`src/rtl/sr_axi_burst_adapter.sv`:
```
// sr_axi_burst_adapter: core single-request memory port to AXI4 manager.
// Each core word is carried as one INCR burst; one transaction in flight.
package sr_axi_pkg;
    localparam int AXI_ID_MAX   = 8;
    localparam int AXI_ADDR_MAX = 32;
    localparam int AXI_DATA_MAX = 64;

    typedef struct packed {
        logic [AXI_ID_MAX-1:0]     awid;
        logic [AXI_ADDR_MAX-1:0]   awaddr;
        logic [7:0]                awlen;
        logic [2:0]                awsize;
        logic [1:0]                awburst;
        logic                      awvalid;
        logic [AXI_DATA_MAX-1:0]   wdata;
        logic [AXI_DATA_MAX/8-1:0] wstrb;
        logic                      wlast;
        logic                      wvalid;
        logic                      bready;
        logic [AXI_ID_MAX-1:0]     arid;
        logic [AXI_ADDR_MAX-1:0]   araddr;
        logic [7:0]                arlen;
        logic [2:0]                arsize;
        logic [1:0]                arburst;
        logic                      arvalid;
        logic                      rready;
    } axi_mosi_t;

    typedef struct packed {
        logic                      awready;
        logic                      wready;
        logic [AXI_ID_MAX-1:0]     bid;
        logic [1:0]                bresp;
        logic                      bvalid;
        logic                      arready;
        logic [AXI_ID_MAX-1:0]     rid;
        logic [AXI_DATA_MAX-1:0]   rdata;
        logic [1:0]                rresp;
        logic                      rlast;
        logic                      rvalid;
    } axi_miso_t;
endpackage

module sr_axi_burst_adapter
    import sr_axi_pkg::*;
#(
    parameter int ADDR_WIDTH     = 16,
    parameter int MEM_DATA_WIDTH = 32,
    parameter int AXI_DATA_WIDTH = 8,
    parameter int ID_WIDTH       = 4,
    parameter int ID_SHIFT       = 12
) (
    input  logic                      clk,
    input  logic                      rst,
    input  logic                      mem_wr_i,
    input  logic [ADDR_WIDTH-1:0]     mem_addr_i,
    input  logic [MEM_DATA_WIDTH-1:0] mem_wdata_i,
    input  logic                      mem_req_valid_i,
    output logic                      mem_req_ready_o,
    output logic                      mem_resp_valid_o,
    input  logic                      mem_resp_ready_i,
    output logic [MEM_DATA_WIDTH-1:0] mem_rdata_o,
    output logic                      mem_resp_err_o,
    input  axi_miso_t                 in_miso_i,
    output axi_mosi_t                 in_mosi_o
);
    localparam int BEATS = MEM_DATA_WIDTH / AXI_DATA_WIDTH;
    localparam int SIZE  = $clog2(AXI_DATA_WIDTH / 8);
    localparam int BW    = $clog2(BEATS + 1);
    localparam logic [BW-1:0] LAST = BW'(BEATS - 1);
    localparam logic [BW-1:0] FULL = BW'(BEATS);

    typedef enum logic [2:0] {
        IDLE, WRITE, WR_RESP, READ_ADDR, RD_DATA, RESP
    } state_t;

    state_t                    state;
    logic [ADDR_WIDTH-1:0]     addr_q;
    logic [MEM_DATA_WIDTH-1:0] wdata_q;
    logic [MEM_DATA_WIDTH-1:0] rdata_q;
    logic [BW-1:0]             beat_q;
    logic                      err_q;
    logic                      aw_done_q;
    logic                      w_done_q;

    logic [ID_WIDTH-1:0]       axid;
    logic [AXI_DATA_WIDTH-1:0] wbeat;
    logic                      awvalid, wvalid, arvalid;
    logic                      bready, rready;
    logic                      aw_fire, w_fire, w_last;
    logic                      b_fire, ar_fire, r_fire;
    logic                      unused_ok;

    assign axid = ID_WIDTH'((addr_q >> ID_SHIFT) + ADDR_WIDTH'(1));

    assign awvalid = (state == WRITE) && !aw_done_q;
    assign wvalid  = (state == WRITE) && !w_done_q;
    assign bready  = (state == WR_RESP);
    assign arvalid = (state == READ_ADDR);
    assign rready  = (state == RD_DATA);

    assign aw_fire = awvalid && in_miso_i.awready;
    assign w_fire  = wvalid && in_miso_i.wready;
    assign w_last  = (beat_q == LAST);
    assign b_fire  = bready && in_miso_i.bvalid;
    assign ar_fire = arvalid && in_miso_i.arready;
    assign r_fire  = rready && in_miso_i.rvalid;

    assign mem_req_ready_o  = (state == IDLE);
    assign mem_resp_valid_o = (state == RESP);
    assign mem_resp_err_o   = (state == RESP) && err_q;
    assign mem_rdata_o      = rdata_q;

    assign unused_ok = ^{in_miso_i.bid, in_miso_i.rid, in_miso_i.rdata};

    // Select the current write slice, least significant first.
    always_comb begin
        wbeat = '0;
        for (int i = 0; i < BEATS; i++) begin
            if (beat_q == BW'(i)) begin
                wbeat = wdata_q[i*AXI_DATA_WIDTH +: AXI_DATA_WIDTH];
            end
        end
    end

    // Drive the AXI manager bundle from registered state.
    always_comb begin
        in_mosi_o         = '0;
        in_mosi_o.awid    = AXI_ID_MAX'(axid);
        in_mosi_o.awaddr  = AXI_ADDR_MAX'(addr_q);
        in_mosi_o.awlen   = 8'(BEATS - 1);
        in_mosi_o.awsize  = 3'(SIZE);
        in_mosi_o.awburst = 2'b01;
        in_mosi_o.awvalid = awvalid;
        in_mosi_o.wdata   = AXI_DATA_MAX'(wbeat);
        in_mosi_o.wstrb   = (AXI_DATA_MAX/8)'({(AXI_DATA_WIDTH/8){1'b1}});
        in_mosi_o.wlast   = w_last;
        in_mosi_o.wvalid  = wvalid;
        in_mosi_o.bready  = bready;
        in_mosi_o.arid    = AXI_ID_MAX'(axid);
        in_mosi_o.araddr  = AXI_ADDR_MAX'(addr_q);
        in_mosi_o.arlen   = 8'(BEATS - 1);
        in_mosi_o.arsize  = 3'(SIZE);
        in_mosi_o.arburst = 2'b01;
        in_mosi_o.arvalid = arvalid;
        in_mosi_o.rready  = rready;
    end

    // Transaction FSM: accept, run the burst, collect status, respond.
    always_ff @(posedge clk) begin
        if (rst) begin
            state     <= IDLE;
            addr_q    <= '0;
            wdata_q   <= '0;
            rdata_q   <= '0;
            beat_q    <= '0;
            err_q     <= 1'b0;
            aw_done_q <= 1'b0;
            w_done_q  <= 1'b0;
        end else begin
            case (state)
                IDLE: begin
                    if (mem_req_valid_i) begin
                        addr_q    <= mem_addr_i;
                        wdata_q   <= mem_wdata_i;
                        beat_q    <= '0;
                        err_q     <= 1'b0;
                        aw_done_q <= 1'b0;
                        w_done_q  <= 1'b0;
                        state     <= mem_wr_i ? WRITE : READ_ADDR;
                    end
                end
                WRITE: begin
                    if (aw_fire) aw_done_q <= 1'b1;
                    if (w_fire) begin
                        if (w_last) w_done_q <= 1'b1;
                        else beat_q <= beat_q + BW'(1);
                    end
                    if ((aw_done_q || aw_fire) &&
                        (w_done_q || (w_fire && w_last))) begin
                        state <= WR_RESP;
                    end
                end
                WR_RESP: begin
                    if (b_fire) begin
                        err_q <= err_q || (in_miso_i.bresp != 2'b00);
                        state <= RESP;
                    end
                end
                READ_ADDR: begin
                    if (ar_fire) state <= RD_DATA;
                end
                RD_DATA: begin
                    if (r_fire) begin
                        for (int i = 0; i < BEATS; i++) begin
                            if (beat_q == BW'(i)) begin
                                rdata_q[i*AXI_DATA_WIDTH +: AXI_DATA_WIDTH]
                                    <= in_miso_i.rdata[AXI_DATA_WIDTH-1:0];
                            end
                        end
                        if (beat_q != FULL) beat_q <= beat_q + BW'(1);
                        err_q <= err_q || (in_miso_i.rresp != 2'b00) ||
                                 (in_miso_i.rlast && (beat_q != LAST));
                        if (in_miso_i.rlast) state <= RESP;
                    end
                end
                RESP: begin
                    if (mem_resp_ready_i) state <= IDLE;
                end
                default: state <= IDLE;
            endcase
        end
    end
endmodule

```
`config.mk`:
```
export PLATFORM = sky130hd
export DESIGN_NAME = sr_axi_burst_adapter
export DESIGN_NICKNAME = d
export VERILOG_FILES = /design/src/rtl/sr_axi_burst_adapter.sv
export SDC_FILE = /design/constraint.sdc
export NUM_CORES = 1
export LEC_CHECK = 0
export ABC_CLOCK_PERIOD_IN_PS = 2200
export CORE_AREA = 2 2 139 141
export CTS_CLUSTER_SIZE = 28
export DETAILED_ROUTE_END_ITERATION = 8
export DIE_AREA = 0 0 141 143
export PLACE_DENSITY = 0.66
export SYNTH_ARGS = -nofsm -noshare
export SYNTH_HDL_FRONTEND = slang
export SYNTH_SLANG_ARGS = --single-unit
```
`constraint.sdc`:
```
create_clock -name clk -period 2.2 [get_ports clk]
set_clock_uncertainty 0.05 [all_clocks]
set_input_delay 0.33 -clock clk [delete_from_list [all_inputs] [get_ports clk]]
set_output_delay 0.33 -clock clk [all_outputs]
set_load 0.02 [all_outputs]
```
Word-level counts from Yosys, hierarchy flattened
Index checks and enable logic that the tools add are counted.
{"block": "totals", "reg_bits": 89, "in_bits": 143, "output_inout_bits": 219}
{"block": "op_classes", "add_sub_neg": 2, "eq_ne": 22, "n_mux": 28, "reduce_logical": 35}
{"operator": "two-way mux 3 bit", "n": 12}
{"operator": "two-way mux 8 bit", "n": 4}
{"operator": "one-hot mux 3 bit (6 select lines)", "n": 1}
{"operator": "AND reduction 3 bit", "n": 5}
{"operator": "equality test 3 x 2 -> 1 bit, second input constant", "n": 4}
{"operator": "!= test 2 x 1 -> 1 bit, second input constant", "n": 6}
{"operator": "!= test 2 bit, second input constant", "n": 6}
{"operator": "logical AND 1 bit", "n": 11}
{"operator": "one-hot mux 3 bit (3 select lines)", "n": 1}
{"operator": "AND reduction 4 bit", "n": 2}
{"operator": "AND reduction 7 bit", "n": 1}
{"operator": "equality test 3 x 1 -> 1 bit, second input constant", "n": 2}
{"operator": "equality test 3 bit, second input constant", "n": 2}
{"operator": "logical NOT 3 bit", "n": 2}
{"operator": "two-way mux 1 bit", "n": 6}
{"operator": "AND reduction 6 bit", "n": 1}
{"operator": "nonzero test 2 bit", "n": 3}
{"operator": "nonzero test 3 bit", "n": 2}
{"operator": "logical OR 1 bit", "n": 5}
{"operator": "adder 4 x 1 -> 4 bit, second input constant", "n": 1}
{"operator": "one-hot mux 1 bit (2 select lines)", "n": 2}
{"operator": "adder 3 x 1 -> 3 bit, second input constant", "n": 1}
{"operator": "!= test 3 x 2 -> 1 bit, second input constant", "n": 1}
{"operator": "!= test 3 bit, second input constant", "n": 1}
{"operator": "other kinds (4)", "n": 5}

Depth between registers and ports, before layout
Gate-level depths: netlist of run 1.
{"block": "depth", "ltp_word": 8, "ltp_mapped": 7}

Least setup slack after synthesis of run 1
OpenSTA, ideal clock, no wires.
{"block": "synth_path", "kind": "reg2out", "from": "reg beat_q[0]", "to": "out in_mosi_o[66] in the netlist's numbering", "arrival_time_ns": 1.538, "setup_slack_ns": 0.282, "path_stages_with_launch": 6, "cell_sequence": "dfxtp_1 ha_1 ha_1 clkbuf_1 nor2_1 a22o_1"}
{"item": "from (decl)", "line": "81", "rtl": "logic [BW-1:0] beat_q;"}
{"item": "from (signal assigned)", "line": "177", "rtl": "else beat_q <= beat_q + BW'(1);"}
{"item": "from (signal assigned)", "line": "201", "rtl": "if (beat_q != FULL) beat_q <= beat_q + BW'(1);"}
{"item": "to (decl)", "line": "65", "rtl": "output axi_mosi_t in_mosi_o"}

==> results by group, run 1 <==
Run status
  • Outcome: complete, no violations

Logic synthesis
  • Flop and latch count out of synthesis: 89
  • Count of cell types in the netlist: 50
  • Most used flip-flop cell after synthesis: dfxtp_1
  • Syn avg cell area: 8.34 um2
  • Post-synthesis sequential area ratio: between 30% and 40%
  • Cell taking the most area after synthesis: dfxtp_1
  • Post-synthesis cell area: between 0.005 and 0.006 mm2
  • Fraction of synthesized cell area taken by the top area cell type: between 30% and 40%
  • Fraction of registers with async set/reset: 0%
  • Number of flops mapped to enable cells by yosys: 0
  • Top area cells in the synthesized netlist: dfxtp_1 (35%), buf_4 (24%), nand2_1 (7.9%)
  • Synthesized instance count: roughly 610
  • Yosys warning count: 0

Clock network
  • Clock tree from TritonCTS: built
  • Clock buffer depth: 2
  • Clock transition at the registers of the reported paths: ~70 ps
  • Depth of the CTS H-tree: 3
  • Library cell used as clock root buffer: clkbuf_16
  • Clock latency reported for the late side of the worst-skew pair: about 340 ps
  • TritonCTS Buffers: 9
  • Sink count of the clock tree: roughly 90

Floorplan
  • Core area: around 0.019 mm2
  • Ports: between 300 and 400
  • # rows: 50
  • Height of the die: approximately 140 um
  • Die outline width: 141 um
  • Initial Util: between 20% and 30%
  • Die footprint: ~0.02 mm2

Timing
  • Pins over their slew limit: 0
  • Count of final setup violators: 0
  • Final count of hold timing violations: 0
  • Maximum frequency from static timing analysis: 457 MHz
  • Worst hold slack: around 370 ps
  • Setup repair after global routing missed its margin: true
  • Shortest clock period the worst path allows after layout: approximately 2200 ps
  • Crit share post-route: roughly 100%

Cells and area
  • Number of antenna diodes: 0
  • Post-layout instance count excluding filler cells: just under 1000
  • Fill cell count: 1948
  • Area added between synthesis and finish: 35.5%
  • Fraction of final layout cells with drive strength greater than 1: a little over an eighth
  • NumNets Final: approximately 900
  • Utilization after layout: ~37%

Worst setup path
  • Setup Crit Path Kind: reg2out
  • CP Capture Type: primary output
  • Required @ worst endpoint: 1820 ps
  • Crit path arrival time: about 1800 ps
  • Kind of start point of the critical path: flip-flop
  • Maximum fanout encountered on the critical timing path: 5

GRT
  • Global-route wire length before repair: slightly below 20000 um
  • Global router's overall resource usage: ~13%
  • GRT busiest layer: met2
  • Antenna violations before repair: 2
  • GR met1 Demand/Resource: ~15%
  • Grt met3 use: under 10%
  • Via count of the first global-routing pass: 3799
  • Final global-route overflow total: 0
  • Largest net degree at the start of global routing: 50
  • Global routing met2 resource utilization: a little over a fifth

Routing
  • Drt initial violations: roughly 160
  • Total wire length: about 13000 um
  • Vias: 4079
  • Routed via count divided by cell count: 4.10
  • Number of search-and-repair iterations in the first detailed-routing pass: 4
  • Remaining antenna violation count after routing: 0
  • Residual DRC count: 0
  • Wire length per cell after detailed routing: between 10 and 15 um

Placement
  • Total instance count after detailed placement: 970
  • Sum of net half-perimeters after detailed placement: 9420 um
  • Port-buffer cells: 159
  • Final Wtd Congestion: roughly 0.73

Power and ir drop
  • Fraction of power consumed by combinational cells: 45.7%
  • Sw power: about 2.6 mW
  • Cell internal power dissipation: 4.11 mW
  • Sequential share of power: a little under a third
  • Leakage power: 3.05 nW
  • Clk pwr share: 24.2%
  • Power per cell area: between 900 and 1000 mW/mm2
  • Peak supply drop: 0.000512 V
  • Switching fraction of total power: 38.6%

Run
  • # Max-Cap Violations: 0

Worst hold path
  • Type of the tightest min-delay check: in2reg
placed cells by master (no fill, tap or decap), types with 6 or more instances in the layout:
master / synthesis / routed
inv_1: 8 / 6
a21oi_2: 0 / 7
a21oi_1: 59 / 52
dfxtp_1: 89 / 87
clkbuf_16: 0 / 9
clkdlybuf4s50_1: 0 / 139
nor2_1: 42 / 41
and3b_1: 8 / 7
conb_1: 2 / 130
a22o_1: 8 / 8
buf_6: 5 / 13
o21ai_2: 1 / 6
nand3_2: 6 / 6
mux2i_1: 33 / 33
buf_4: 159 / 30
nand2_1: 106 / 105
registers in the layout, indices dropped and copies added, names as in the netlist:
register,flops
addr_q,16
err_q,1
beat_q,3
state,3
w_done_q,1
mem_rdata_o,32
wdata_q,32
aw_done_q,1
per-stage QoR:
| step | power [mW] | worst slack [ps] | TNS (ps) | area, um2 |
|---|---|---|---|---|
| detailed placement | 4.90 | -298 | -2070 | 6310 |
| global placement | 4.87 | -271 | -1860 | 6310 |
| floorplan | 4.10 | 282 | 0 | 5540 |
| finish | 6.70 | 9.90 | 0 | 6860 |
| global route | 7.14 | -73.9 | -466 | 6860 |
| CTS | 6.72 | -34.6 | -90.2 | 6790 |
cell families (layout without fill, tap and decap cells):
family	count (synthesis)	after routing	synth area share, %
multiplexers	35	35	7.19
adder cells (fa/ha/maj)	6	6	1.48
AND/OR/NAND/NOR	185	185	16.6
other	2	130	0.148
XOR/XNOR	2	2	0.346
AO/OA/AOI/OAI	93	93	11.5
flip-flops	89	89	35.2
buffers and inverters	195	220	27.5
path summary, 6_finish.rpt:
kind,to,slack (ps),from,depth (start not counted)
max,in_mosi_o[72],10,beat_q[0],6
min,wdata_q[9],370,rst,2
max reg2reg,beat_q[2],40,beat_q[0],9
min reg2reg,wdata_q[2],400,wdata_q[2],2
worst max-delay path: stages, from the launching register on:
cell,delay (ps)
dfxtp_4,370
buf_4,140
ha_4,160
ha_4,180
bufbuf_16,260
a22o_1,230
buf_6,130
per-layer routing:
| layer | share of wire, % | vias up |
|---|---|---|
| met5 | 0.12 | - |
| met4 | 1.9 | 2 |
| met3 | 7.9 | 16 |
| met2 | 48 | 191 |
| met1 | 42 | 1860 |
| li1 | - | 2010 |
cells in the mapped netlist (2+ instances only):
cell type / count
a21oi_1: 59
and3b_1: 8
nor2_1: 42
buf_4: 159
conb_1: 2
inv_1: 8
clkbuf_1: 16
nor2b_1: 3
nand2_1: 106
mux2i_1: 33
ha_1: 6
nand3_2: 6
o2111a_1: 2
or2b_1: 2
dfxtp_1: 89
and2_1: 2
and3_1: 2
buf_2: 5
nor3_1: 5
clkbuf_8: 2
o21ai_0: 9
buf_6: 5
a211o_1: 2
a22o_1: 8
what timing repair did:
| item | in CTS | in global routing |
|---|---|---|
| buffers inserted | 8 | 3 |
| hold buffers | 0 | 0 |
| endpoints found under the setup margin | 17 | 17 |
| resized for setup | 90 | 20 |
| gates cloned | 1 | 0 |
| pin swaps | 16 | 16 |
power by group through the flow:
stage	Combinational, mW	Sequential, mW	Clock (mW)
2_1_floorplan	1.98	2.12	0
3_3_place_gp	2.84	2.03	0
3_5_place_dp	2.86	2.04	0
4_1_cts	3.02	2.02	1.68
5_1_grt	3.35	2.06	1.74
6_report	3.06	2.02	1.62
layout make-up:
class | count | area, um2 | share of cell area, %
inverter | 8 | 35.0 | 0.511
multi-input combinational | 451 | 2490 | 36.3
tap | 234 | 293 | 4.27
clock inverter | 7 | 82.6 | 1.20
sequential | 89 | 1790 | 26.1
timing repair buffer | 196 | 1950 | 28.4
clock buffer | 9 | 225 | 3.28
No activity file was read; power rests on OpenSTA's default activity.
==> run 2, diff against run 1 <==
Settings changed: GPL_TIMING_DRIVEN from default to 0.
==> run 2 against run 1 <==
Compared with the run above:
- the flow now finishes with violations (negative setup slack)
- global-route usage rose by 1.2 points
- combinational power up 13%
- first-iteration DRC count down 25%
- via count up 11%
- core utilization increased by 6.7 points
- routed wire length rose by 12%
- design area up 18%
- sequential share of layout area shrank 3.9 points
- largest cell class is now buffers
==> results by group, run 2 (synthesis results as in run 1) <==
Routing
  • Residual DRC count: 0 (unchanged)
  • Drt initial violations: 120 (was 159)
  • Remaining antenna violation count after routing: 0 (unchanged)
  • Routed via count divided by cell count: 3.89 (was 4.10)
  • Number of search-and-repair iterations in the first detailed-routing pass: 4 (unchanged)
  • Vias: 4522 (was 4079)
  • Wire length per cell after detailed routing: 12.5 um (was 13.0 um)
  • Total wire length: 14500 um (was 13000 um)

GRT
  • Global router's overall resource usage: 13.9% (was 12.7%)
  • Antenna violations before repair: 1 (was 2)
  • Via count of the first global-routing pass: 4231 (was 3799)
  • Global-route wire length before repair: 22000 um (was 19800 um)
  • Largest net degree at the start of global routing: 18 (was 50)
  • Final global-route overflow total: 0 (unchanged)

Worst setup path
  • Cell chain of the critical path: inv_2 -> ha_4 -> buf_2 -> and3b_1 -> a21oi_1 -> o21ai_1 -> a22o_1 -> buf_6 (was buf_4 -> ha_4 -> ha_4 -> bufbuf_16 -> a22o_1 -> buf_6)
  • Highest-delay cell along the critical path: dfxtp_4 (unchanged)
  • CP Capture Type: primary output (unchanged)
  • Destination of the worst register-to-register timing path: beat_q[1] (was beat_q[2])
  • Worst reg2reg path startpoint: beat_q[0] (unchanged)
  • Total buffers and inverters traversed by the critical path: 3 (unchanged)
  • Crit path arrival time: 1880 ps (was 1810 ps)
  • Delay of the slowest cell on the worst path: 390 ps (was 370 ps)
  • Kind of start point of the critical path: flip-flop (unchanged)
  • Worst Reg2Reg Path Length in Cells: 7 (was 9)
  • Setup Crit Path Kind: reg2out (unchanged)
  • Maximum fanout encountered on the critical timing path: 4 (was 5)
  • Internal reg-to-reg setup slack: 100 ps (was 40 ps)
  • Family with the most delay on the worst path: compound AO/OA/AOI/OAI gates (was buffers and inverters)
  • Required @ worst endpoint: 1820 ps (about the same)

Placement
  • Sum of net half-perimeters after detailed placement: 11100 um (was 9420 um)
  • Setup slack after placement: -779 ps (was -298 ps)
  • Final Wtd Congestion: 0.782 (was 0.733)
  • Port-buffer cells: 159 (unchanged)
  • Standard cell area after detailed placement: 0.00743 mm2 (was 0.00631 mm2)

Floorplan
  • Die outline width: 141 um (unchanged)
  • Initial Util: 27.2% (unchanged)
  • Core area: 0.0186 mm2 (unchanged)
  • Ports: 362 (unchanged)
  • # rows: 50 (unchanged)
  • Height of the die: 143 um (unchanged)
  • Die footprint: 0.0202 mm2 (unchanged)

Timing
  • Setup_tns: -291 ps (was 0 ps)
  • Transition time at the pin with the least slew margin: ~530 ps
  • Setup repair after global routing missed its margin: true (unchanged)
  • Final count of hold timing violations: 0 (unchanged)
  • Maximum frequency from static timing analysis: 442 MHz (was 457 MHz)
  • Pins over their slew limit: 0 (unchanged)
  • Slack of the critical path: -64.9 ps (was 9.90 ps)
  • Slew Limit Headroom: between 60% and 70%
  • Worst hold slack: 408 ps (was 369 ps)
  • Count of final setup violators: 8 (was 0)
  • Shortest clock period the worst path allows after layout: 2260 ps (was 2190 ps)
  • Crit share post-route: 103% (was 99.6%)

Power and ir drop
  • Leakage power: 3.89 nW (was 3.05 nW)
  • Total design power: 7.15 mW (was 6.70 mW)
  • Power per cell area: 883 mW/mm2 (was 977 mW/mm2)
  • Peak supply drop: 0.000449 V (was 0.000512 V)

Clock network
  • TritonCTS Buffers: 9 (unchanged)
  • Clock buffer depth: 2 (unchanged)
  • Clock latency reported for the late side of the worst-skew pair: 340 ps (about the same)
  • Clock tree from TritonCTS: built (unchanged)
  • Sink count of the clock tree: 89 (unchanged)
  • Depth of the CTS H-tree: 3 (unchanged)
  • Cts-stage hold buffer count: 0 (unchanged)
  • Library cell used as clock root buffer: clkbuf_16 (unchanged)
  • Clock transition at the registers of the reported paths: 70 ps (about the same)

Run status
  • Violations in the final reports: negative setup slack
  • Outcome: finished with violations (was complete, no violations)

Worst hold path
  • Hold Path Cell Cnt: 2 (unchanged)
  • Type of the tightest min-delay check: reg2reg (was in2reg)
  • Worst-case hold path end point: wdata_q[23] (was wdata_q[9])
  • Worst min-delay path startpoint: wdata_q[23] (was rst)

Cells and area
  • Most common library cell in the layout ignoring fill and taps: buf_4 (was clkdlybuf4s50_1)
  • Post-route cell area: 0.00809 mm2 (was 0.00686 mm2)
  • NumNets Final: 1072 (was 904)
  • Fraction of final layout cells with drive strength greater than 1: 28.4% (was 13.6%)
  • Most frequent cells in the layout: buf_4 (174), clkdlybuf4s50_1 (139), conb_1 (130) (was clkdlybuf4s50_1 (139), conb_1 (130), nand2_1 (105))
  • Area added between synthesis and finish: 59.9% (was 35.5%)
  • Number of antenna diodes: 0 (unchanged)

Run
  • # Max-Cap Violations: 0 (unchanged)
-- run 2: changes by cell type in the layout (fill, tap and decap cells not counted), sizes merged --
cell,delta
buf,+153
bufbuf,-1
clkbuf,+17
clkdlybuf4s15,-1
clkinv,+1
dlygate4sd2,+3
dlymetal6s2s,-3
inv,-1
-- run 2: worst max path at each step --
stage / start / endpoint / slack [ps] / cells past startpoint
finish: beat_q[1] / in_mosi_o[73] / -60 / 8
detailed placement: beat_q[0] / in_mosi_o[66] / -780 / 6
global placement: beat_q[0] / in_mosi_o[66] / -780 / 6
floorplan: beat_q[0] / in_mosi_o[66] / 280 / 5
global route: beat_q[1] / in_mosi_o[73] / -160 / 8
CTS: beat_q[0] / in_mosi_o[72] / -90 / 8
-- run 2: metrics by stage --
stage               utilization [%]  std cells
global route                   43.6       1162
finish                         43.6       1162
floorplan                         -        735
detailed placement             40.0       1128
global placement               40.0       1128
CTS                            43.1       1157
-- run 2: final cells by class --
type                            instances  area (um2)
Fill cell                            1873       10500
Tap cell                              234         293
Clock inverter                          7        86.3
Multi-Input combinational cell        451        2510
Sequential cell                        89        1790
Buffer                                186        1410
Clock buffer                            9         225
Timing Repair Buffer                  178        1740
Inverter                                8        36.3
-- run 2: worst reg2reg max path: cells and delay by family, from the launching register on --
| family | cells | cell delay [ps] |
|---|---|---|
| adder cells (fa/ha/maj) | 2 | 330 |
| AO/OA/AOI/OAI | 2 | 480 |
| flip-flops | 1 | 370 |
| AND/OR/NAND/NOR | 2 | 620 |
| buffers and inverters | 1 | 150 |
-- run 2: what timing repair did --
action                                 4_1_cts  5_1_grt
gates resized for setup                    116       11
endpoints found under the hold margin        0        0
pin swaps                                   17        4
cloned                                       1        0
setup endpoints to repair                   19       16
buffers inserted                            13        6
-- run 2: layer usage --
metal,global-route usage [%],share of wire [%]
met4,2.47,0.67
met3,5.10,8.2
met5,0,0.083
met1,16.1,42
met2,24.9,49
-- run 2: power by group --
part	leakage (nW)	switching [mW]	internal, mW
Clock	0.150	0.710	0.907
Combinational	3.01	1.78	1.67
Sequential	0.728	0.214	1.87
Total	3.89	2.71	4.44
